File: src/rtl/hazard_forward_unit.sv
// Forwarding-select, load-use stall and branch-flush control for a 5-stage pipeline.
// Tracks shadow EX/MEM/WB destination fields and saturating stall/flush event counters.
module hazard_forward_unit #(
   parameter int CNT_W = 32
) (
   input  logic             clk,
   input  logic             reset,
   input  logic [4:0]       RS1_ID,
   input  logic [4:0]       RS2_ID,
   input  logic [4:0]       RD_ID,
   input  logic             Uses_RS1_ID,
   input  logic             Uses_RS2_ID,
   input  logic             RegWrite_ID,
   input  logic             MemRead_ID,
   input  logic             Branch_Taken_EX,
   output logic [1:0]       forwardA,
   output logic [1:0]       forwardB,
   output logic             Stall,
   output logic             Flush,
   output logic [CNT_W-1:0] Stall_Count,
   output logic [CNT_W-1:0] Flush_Count
);

   typedef struct packed {
      logic [4:0] rs1;
      logic [4:0] rs2;
      logic [4:0] rd;
      logic       reg_write;
      logic       mem_read;
   } ex_slot_t;

   typedef struct packed {
      logic [4:0] rd;
      logic       reg_write;
   } wr_slot_t;

   localparam logic [1:0] FWD_RF  = 2'b00;
   localparam logic [1:0] FWD_WB  = 2'b01;
   localparam logic [1:0] FWD_MEM = 2'b10;

   ex_slot_t         ex_q, ex_d;
   wr_slot_t         mem_q, mem_d;
   wr_slot_t         wb_q, wb_d;
   logic [CNT_W-1:0] stall_cnt_q, stall_cnt_d;
   logic [CNT_W-1:0] flush_cnt_q, flush_cnt_d;
   logic             load_use;

   // MEM is the youngest producer, so it is tested first; x0 never forwards.
   function automatic logic [1:0] fwd_sel(input logic [4:0] rs,
                                          input wr_slot_t  mem,
                                          input wr_slot_t  wb);
      logic [1:0] sel;
      sel = FWD_RF;
      if (mem.reg_write && (mem.rd != 5'd0) && (mem.rd == rs))
         sel = FWD_MEM;
      else if (wb.reg_write && (wb.rd != 5'd0) && (wb.rd == rs))
         sel = FWD_WB;
      return sel;
   endfunction

   // NOTE: every signal assigned in this block gets a default first, so no latch is inferred.
   always_comb begin
      forwardA = fwd_sel(ex_q.rs1, mem_q, wb_q);
      forwardB = fwd_sel(ex_q.rs2, mem_q, wb_q);

      load_use = ex_q.mem_read && (ex_q.rd != 5'd0) &&
                 ((Uses_RS1_ID && (ex_q.rd == RS1_ID)) ||
                  (Uses_RS2_ID && (ex_q.rd == RS2_ID)));
      Flush = Branch_Taken_EX;
      Stall = load_use && !Branch_Taken_EX;

      mem_d.rd        = ex_q.rd;
      mem_d.reg_write = ex_q.reg_write;
      wb_d            = mem_q;

      ex_d = '0;
      if (!Stall && !Flush) begin
         ex_d.rs1       = RS1_ID;
         ex_d.rs2       = RS2_ID;
         ex_d.rd        = RD_ID;
         ex_d.reg_write = RegWrite_ID;
         ex_d.mem_read  = MemRead_ID;
      end

      stall_cnt_d = stall_cnt_q;
      if (Stall && (stall_cnt_q != '1))
         stall_cnt_d = stall_cnt_q + CNT_W'(1);

      flush_cnt_d = flush_cnt_q;
      if (Flush && (flush_cnt_q != '1))
         flush_cnt_d = flush_cnt_q + CNT_W'(1);
   end

   // NOTE: state registers use non-blocking assignments so all slots advance together on the edge.
   always_ff @(posedge clk or posedge reset) begin
      if (reset) begin
         ex_q        <= '0;
         mem_q       <= '0;
         wb_q        <= '0;
         stall_cnt_q <= '0;
         flush_cnt_q <= '0;
      end else begin
         ex_q        <= ex_d;
         mem_q       <= mem_d;
         wb_q        <= wb_d;
         stall_cnt_q <= stall_cnt_d;
         flush_cnt_q <= flush_cnt_d;
      end
   end

   assign Stall_Count = stall_cnt_q;
   assign Flush_Count = flush_cnt_q;

endmodule

File: config.mk
export PLATFORM = sky130hd
export DESIGN_NAME = hazard_forward_unit
export DESIGN_NICKNAME = d
export VERILOG_FILES = /design/src/rtl/hazard_forward_unit.sv
export SDC_FILE = /design/constraint.sdc
export NUM_CORES = 1
export LEC_CHECK = 0
export ABC_AREA = 1
export CAP_MARGIN = 10
export CELL_PAD_IN_SITES_DETAIL_PLACEMENT = 1
export CELL_PAD_IN_SITES_GLOBAL_PLACEMENT = 2
export CORE_ASPECT_RATIO = 0.75
export CORE_MARGIN = 2
export CORE_UTILIZATION = 30
export CTS_CLUSTER_SIZE = 30
export DETAILED_ROUTE_END_ITERATION = 10
export GPL_ROUTABILITY_DRIVEN = 0
export PLACE_DENSITY = 0.93
export SYNTH_ARGS = -nofsm -noshare
export SYNTH_HDL_FRONTEND = slang
export SYNTH_SLANG_ARGS = --single-unit
File: constraint.sdc
create_clock -name clk -period 3.5 [get_ports clk]
set_input_delay 0.875 -clock clk [delete_from_list [all_inputs] [get_ports clk]]
set_output_delay 0.875 -clock clk [all_outputs]
set_load 0.05 [all_outputs]
[Yosys cells after proc, flatten, opt, wreduce, memory -nomap -nowiden]
Cells that the tools add are included.
Operators by class
  add/subtract/negate cells: 2
  eq/ne operators: 8
  multiplexer cells: 5
  reductions and logical operators: 20
Operators by type and width (number)
  adder 32 x 1 -> 32 bit, second input constant: 2
  != test 32 bit, second input constant: 2
  equality test 5 bit: 6
  2-to-1 mux 17 bit: 1
  nonzero test 5 bit: 3
  logical AND 1 bit: 14
  2-to-1 mux 2 bit: 2
  logical NOT 1 bit: 2
  2-to-1 mux 1 bit: 2
  logical OR 1 bit: 1
Word-level totals
  bits in registers: 93
  input bits: 22
  output and inout port bits: 70
  word-level logic and storage cells: 46

[Logic depth before layout (Yosys ltp)]
Gate-level depths: netlist of run 1.
  word-level depth: 8
  gate-level depth with buffers: 11
  mapped depth without buffers: 11

[Worst setup path after synthesis of run 1]
OpenSTA, ideal clock, no wires.
  path kind: reg-to-output
  start: register mem_q[4] in the netlist's numbering
  end: output forwardA[0]
  arrival time: 2.862 ns
  required time: 2.625 ns
  path slack: -0.237 ns
  stages on the path, launching flop included: 4
  buffers on the path: 0
  path through: dfrtp_1 xor2_1 nor4_1 nor2_1
On the way
  word-level cells in the longest chain between the ends: 4
RTL lines
  from (decl): line 42  | wr_slot_t mem_q, mem_d;
  from (signal assigned): line 104  | mem_q <= mem_d;
  nonzero test 5 bit: line 54  | if (mem.reg_write && (mem.rd != 5'd0) && (mem.rd == rs))
  logical AND 1 bit: line 54
  logical AND 1 bit *: line 54
  2-to-1 mux 2 bit *: line 54
  to (decl): line 16  | output logic [1:0] forwardA,
Mark *: on every way between the ends. The rest lies on a longest branch, timed or not.

[Worst setup path after layout of run 1]
  start: register mem_q[3] in the netlist's numbering
  end: output forwardB[0]
On the way
  word-level cells in the longest chain between the ends: 4
RTL lines
  nonzero test 5 bit: line 54
  logical AND 1 bit: line 54
  logical AND 1 bit *: line 54
  2-to-1 mux 2 bit *: line 54
  to (decl): line 17  | output logic [1:0] forwardB,
Marked as above.

==> results of run 1 <==
==> cell usage after synthesis, drive strengths merged <==
cell and number:
nand2 345, nor2 105, dfrtp 93, inv 75, nand3 34, xor2 26
nor3 24, o21ai 21, xnor2 21, buf 14, nand4 13, nand3b 12
ha 2, nor4 2, a21boi 1, a21oi 1
==> flip-flops by register name, indices dropped and copies added (netlist names) <==
name,flops
Flush_Count,32
ex_q,17
wb_q,6
Stall_Count,32
mem_q,6
==> metal layers <==
metal / global-route usage / vias to the layer above / share of wire
li1: - / 2620 / -
met5: 0 / - / 0
met2: 0.285 / 70 / 0.44
met1: 0.257 / 2546 / 0.52
met4: 0.0374 / 0 / 0.0093
met3: 0.0334 / 13 / 0.034
==> worst max-delay path: stages (launching register included) <==
cell and delay [ns]:
dfrtp_1 0.43, nor2_1 0.12, nand2_1 0.05, o21ai_0 0.33, nor4_2 0.11, nor2_1 0.11
clkdlybuf4s50_1 0.81
==> worst paths after layout <==
kind,startpoint,to,slack (ns),cells past startpoint
max,mem_q[3],forwardB[0],0.30,6
min in group asynchronous,reset,Flush_Count[0],0.97,2
max reg2reg,Flush_Count[0],Flush_Count[3],0.96,10
min,ex_q[1],mem_q[0],0.35,0
max in group asynchronous,reset,Stall_Count[0],1.87,3
min reg2reg,ex_q[1],mem_q[0],0.35,0
==> cells by family after synthesis <==
kind of cell | share of synthesized area
AO/OA/AOI/OAI | 0.0219
AND/OR/NAND/NOR | 0.405
XOR/XNOR | 0.0744
adder cells (fa/ha/maj) | 0.00452
buffers and inverters | 0.0737
flip-flops | 0.420
==> area by class of cell <==
| class | count | area (um^2) |
|---|---|---|
| sequential | 93 | 2330 |
| inverter | 75 | 284 |
| fill | 2265 | 10900 |
| tap | 242 | 303 |
| timing repair buffer | 97 | 976 |
| multi-input combinational | 607 | 2810 |
| clock buffer | 9 | 225 |
| clock inverter | 7 | 62.6 |
==> power by group <==
part	switching, uW	internal (uW)	leakage [uW]
registers	101	1140	0.00125
logic	377	191	0.00186
clock network	478	500	0.000145
total	956	1830	0.00325
==> per-stage QoR <==
stage	area [um^2]	setup WS, ns	util	total power (uW)	hold slack [ns]
floorplan	5550	0.205	-	1610	0.331
global placement	6700	0.319	0.375	1820	0.341
detailed placement	6700	0.313	0.375	1840	0.348
CTS	6990	0.264	0.391	2830	0.353
global route	6990	0.190	0.391	2940	0.375
finish	6990	0.296	0.391	2790	0.352
==> reports/results.env, run 1 <==
MOST-COMMON-LAYOUT-CELLS='nand2_1 (342), nor2_1 (96), dfrtp_1 (93), clkdlybuf4s50_1 (89), inv_1 (69)'
POST_SYNTH_INST_COUNT=789
CTS_SETUP_BUFFERS=0
FINALHOLDVIOLCOUNT=0
TRITONCTS='built'
CRITPATHMAXFANOUT=4
DRT-PASS1-ITER-COUNT=4
AVERAGE_DETAILED_ROUTED_WIRE_LENGTH_PER_INSTANCE_UM=14.8
DIE_OUTLINE_WIDTH_UM=161
DETAIL_ROUTE.ITER0.VIOLATIONS=249
SYNTH_LARGEST_AREA_CELL='dfrtp_1'
ROUTED-VIA-COUNT=5249
NUMCTSBUFFERS=9
WORSTHOLDPATHTYPE='flip-flop to flip-flop'
LARGEST_NET_DEGREE_AT_THE_START_OF_GLOBAL_ROUTING=47
TIMING.FINAL.MAX_SLEW_VIOLATIONS=0
LAYOUT_MIN_CYCLE_TIME_NS=3.20
SYNTH_CELL_TYPE_COUNT=28
DIE_AREA_UM2=19600
NETS=907
SYN-NUM-NETS=813
WORSTSETUPPATHTYPE='flip-flop to output port'
WORSTPATHARRIVAL_NS=2.33
YOSYS_REGISTER_BITS=93
DESIGN.CORE.AREA_UM2=17900
GRT_OVERFLOW=0
SYNTHESIS.YOSYS.WARNINGS=0
CHIPHEIGHT_UM=122
YOSYS.AREA.TOP_TYPE_SHARE=0.420
FINISHED_LAYOUT_CELLS=1130
PWR_DENSITY_CELL_nW_PER_UM2=399
MOSTFREQUENTLAYOUTCELL='nand2_1'
VIA_PER_INST=4.65
FMAX_MHz=312
IRDROPWORSTVDD_mV=0.396
ANTENNA_VIOLATING_NETS_POST_ROUTE=0
GLOBALROUTETOTALUTIL=0.180
INITIAL_CORE_UTIL=0.310
INSERTION_DELAY_NS=0.35
CLOCK-SINKS=93
DETAIL_ROUTE.WIRELENGTH_UM=16700
FP-ROW-COUNT=42
ANTENNA_FOUND_INITIAL=0
POST_CTS_HOLD_BUFFER_COUNT=0
GRT_FIRST_PASS_WIRELENGTH_UM=28000
SYN_AREA_PER_CELL_UM2=7.02
POST_SYNTH_INSTANCE_AREA_UM2=5540
FINALSETUPVIOLCOUNT=0
PORTBUFFERS=91
LAYOUT-DRIVE-GT1-SHARE=0.0552
PLACED_CELLS_INCL_TAPS=1114
FINAL_MIN_PERIOD_OVER_CLOCK_PERIOD=0.915
STATUS='complete, no violations'
WORST_SETUP_SP_TYPE='flip-flop'
MAXCAPVIOLCOUNT=0
RSZ_0062_RAISED_AFTER_GLOBAL_ROUTING='false'
CLKTRANSATPATHREGS_NS=0.07
CLK_SKEW_NS=0.00654
TIMING.CRITICAL_PATH.REQUIRED_NS=2.62
LEAKAGE_POWER_uW=0.00325
NUM_ANTENNA_CELLS=0
CTS_RESIZES=0
GRT_PASS1_VIAS=5416
SETUP-TNS-FINAL_NS=0
SYNTH_SEQUENTIAL_AREA_RATIO=0.420
DPL.HPWL_UM=12900
CTSROOTBUFFERMASTER='clkbuf_16'
TIMING.MAX_SLEW.REL_SLACK=0.446
AREA_ADDED_BETWEEN_SYNTHESIS_AND_FINISH_PCT=26.3
CLK_PATH_BUF_DEPTH=2
ENDPOINT_KIND='output port'
IO-PIN-COUNT=92
SYNTHTOPCELLSBYAREA='dfrtp_1 (42%), nand2_1 (23%), nor2_1 (6.5%), inv_1 (4.7%), xor2_1 (4.1%)'
H-TREE-DEPTH=3
DRC=0
WORST_SLEW_PIN_SLEW_NS=0.829
Power figures use the tool's default switching activity.
==> run 2, diff against run 1 <==
Settings changed: SLEW_MARGIN set to 5.
==> results of run 2 <==
Final layout, timing and power as in run 1 (identical DEF).
==> run 3, diff against run 2 <==
--- a/config.mk
+++ b/config.mk
@@ -12,9 +12,11 @@
 export CORE_ASPECT_RATIO = 0.75
 export CORE_MARGIN = 2
-export CORE_UTILIZATION = 30
+export CORE_UTILIZATION = 31
+export CTS_BUF_LIST = sky130_fd_sc_hd__clkbuf_2 sky130_fd_sc_hd__clkbuf_4 sky130_fd_sc_hd__clkbuf_8
 export CTS_CLUSTER_SIZE = 30
 export DETAILED_ROUTE_END_ITERATION = 10
 export GPL_ROUTABILITY_DRIVEN = 0
-export PLACE_DENSITY = 0.93
+export PLACE_DENSITY = 0.95
+export RECOVER_POWER = 100
 export SLEW_MARGIN = 5
 export SYNTH_ARGS = -nofsm -noshare
==> constraint.sdc (replaced) <==
create_clock -name clk -period 3.5 [get_ports clk]
set_input_delay 0.35 -clock clk [delete_from_list [all_inputs] [get_ports clk]]
set_output_delay 0.35 -clock clk [all_outputs]
set_load 0.05 [all_outputs]
==> run 3 against run 2 <==
Against the previous run:
- the flow now finishes with violations (capacitance limit, slew limit)
- hold slack improved by 0.011 ns
- global-route usage rose by 0.42 points
- power fell by 10%
- die area fell by 3.1%
- final cell count barely moved
- clock skew rose by 0.0061 ns
==> reports/results.env, run 3 (synthesis gave the netlist of run 1 again) <==
POWER_REPORT.INTERNAL_TOTAL_uW=1580
ROUTED-VIA-COUNT=5237
CTS_RESIZES=0
CRITPATHMAXFANOUT=4
GRT_PASS1_VIAS=5259
SEQCELLAREA_UM2=2330
DPL.HPWL_UM=12700
FINAL_MIN_PERIOD_OVER_CLOCK_PERIOD=0.826
AVERAGE_DETAILED_ROUTED_WIRE_LENGTH_PER_INSTANCE_UM=14.6
DIE_OUTLINE_WIDTH_UM=158
NUM_ANTENNA_CELLS=0
TIMING.CRITICAL_PATH.REQUIRED_NS=3.15
FINALSETUPVIOLCOUNT=0
SETUP_CRIT_START='ex_q[2]'
FINALHOLDVIOLCOUNT=0
PWR_DENSITY_CELL_nW_PER_UM2=367
IRDROPWORSTVDD_mV=0.469
VIA_PER_INST=4.64
DRT-PASS1-ITER-COUNT=6
WORST_PATH_CELL_TRACE='inv_1, nand4_1, o21ai_0, inv_1, nand3_1, inv_1, dlygate4sd3_1'
GRT_FIRST_PASS_WIRELENGTH_UM=27200
STATUS='finished with violations'
TIMING.MAX_SLEW.REL_SLACK=-0.524
TRITONCTS='built'
LAYOUT_MIN_CYCLE_TIME_NS=2.89
FMAX_MHz=346
ENDPOINT_KIND='output port'
DESIGN.CORE.AREA_UM2=17600
AREA_ADDED_BETWEEN_SYNTHESIS_AND_FINISH_PCT=23.1
TIMING.CRITICAL_PATH.SLOWEST_STAGE_CELL='dlygate4sd3_1'
CRITICAL-PATH-TOP-CELL-BY-COUNT='inv_1'
FP-ROW-COUNT=42
CLK_PATH_BUF_DEPTH=2
VIOLATIONS='capacitance limit, slew limit'
WORST-PATH-BUF-INV=4
NUMCTSBUFFERS=9
INITIAL_CORE_UTIL=0.315
GLOBALROUTEMET3UTIL=0.0401
CRITPATHTOPFAMILY='buffers and inverters'
TIMING.FINAL.MAX_SLEW_VIOLATIONS=55
LEAKAGE_POWER_uW=0.00338
FILLERINSTANCES=2271
MOST-COMMON-LAYOUT-CELLS='nand2_1 (342), nor2_1 (98), dfrtp_1 (93), inv_1 (71), dlygate4sd3_1 (71)'
LAYOUT-DRIVE-GT1-SHARE=0.0406
GLOBALROUTEMET2UTIL=0.268
CLK_SKEW_NS=0.0126
REG2REG_TO='Stall_Count[27]'
GLOBALROUTETOTALUTIL=0.184
WORST_SETUP_SP_TYPE='flip-flop'
DETAIL_ROUTE.ITER0.VIOLATIONS=267
CHIPHEIGHT_UM=120
ANTENNA_VIOLATING_NETS_POST_ROUTE=0
LARGEST_NET_DEGREE_AT_THE_START_OF_GLOBAL_ROUTING=56
DETAIL_ROUTE.WIRELENGTH_UM=16500
CTS_SETUP_BUFFERS=0
H-TREE-DEPTH=3
DIE_AREA_UM2=19000
HOLDPATHEND='mem_q[0]'
MAXCAPVIOLCOUNT=1
MOSTFREQUENTLAYOUTCELL='nand2_1'
COMBINATIONALPOWERSHARE=0.218
CLKTRANSATPATHREGS_NS=0.11
WORSTPATHARRIVAL_NS=2.54
WORST_R2R_STARTPOINT='Stall_Count[0]'
MULTI_INPUT_COMB_AREA_UM2=2770
WORSTSETUPPATHTYPE='flip-flop to output port'
STAGE_DELAY_OF_THE_SLOWEST_CELL_ON_THE_CRITICAL_PATH_NS=0.76
GRT_PEAK_USE_LAYER='met1'
FINAL_UTIL=0.388
IO-PIN-COUNT=92
SETUP-TNS-FINAL_NS=0
MIN_PATH_CELLS=0
REG2REGPATHDEPTH=11
WORST_SLEW_PIN_SLEW_NS=2.28
ANTENNA_FOUND_INITIAL=0
MIN_FROM='ex_q[1]'
FF2FF_SETUP_SLACK_NS=0.72
SEQPWRFRAC=0.495
NETS=906
POST_CTS_HOLD_BUFFER_COUNT=0
POWER.SWITCHING_uW=922
MET1_RESOURCE_USE_GR=0.276
CLOCK-SINKS=93
RSZ_0062_RAISED_AFTER_GLOBAL_ROUTING='false'
PORTBUFFERS=91
DRC=0
WORSTHOLDPATHTYPE='flip-flop to flip-flop'
CLOCK_POWER_SHARE=0.287
CTSROOTBUFFERMASTER='clkbuf_8'
NETSWITCHINGFRACTION=0.368
GRT_OVERFLOW=0
INSERTION_DELAY_NS=0.39
## run 3: routing by layer
layer | up-vias | share of wire
met5 | - | 0
met4 | 0 | 0.0099
met3 | 13 | 0.044
met2 | 93 | 0.42
met1 | 2508 | 0.53
li1 | 2623 | -
## run 3: cell type report
cell class,instances,share of cell area
Clock buffer,9,0.0182
Clock inverter,7,0.00844
Inverter,75,0.0413
Multi-Input combinational cell,607,0.407
Sequential cell,93,0.341
Tap cell,242,0.0444
Timing Repair Buffer,96,0.140
## run 3: through the flow
| step | area (um^2) | worst slack (ns) | cells | power, uW | hold slack, ns |
|---|---|---|---|---|---|
| floorplan | 5540 | 0.288 | 789 | 1610 | 0.331 |
| global placement | 6680 | 0.794 | 1113 | 1820 | 0.337 |
| detailed placement | 6680 | 0.753 | 1113 | 1840 | 0.339 |
| CTS | 6860 | 0.633 | 1129 | 2570 | 0.363 |
| global route | 6820 | 0.386 | 1129 | 2630 | 0.391 |
| finish | 6820 | 0.609 | 1129 | 2500 | 0.363 |
## run 3: worst max path at each step
stage	endpoint	slack [ns]	cells after the start
after CTS	Stall	0.63	7
after floorplan	forwardA[0]	0.29	3
final	Stall	0.61	7
after global routing	Stall_Count[6]	0.39	11
after global placement	Stall	0.79	10
after detailed placement	Stall	0.75	10
## run 3: worst reg2reg max path, cell delays in order, from the launching register on
cell      delay, ns
dfrtp_1        0.47
ha_1           0.24
nand2_1        0.06
inv_1          0.08
nand3_1        0.18
nor2_1         0.73
nand2_4        0.11
inv_1          0.10
nor2_2         0.04
clkbuf_2       0.40
nand2_1        0.20
nand2_1        0.06
## run 3: power by group through the flow
stage	combinational [uW]	sequential, uW	clock, uW
5_1_grt	594	1260	784
3_3_place_gp	564	1260	0
4_1_cts	574	1240	750
3_5_place_dp	571	1270	0
2_1_floorplan	197	1410	0
6_report	546	1240	718
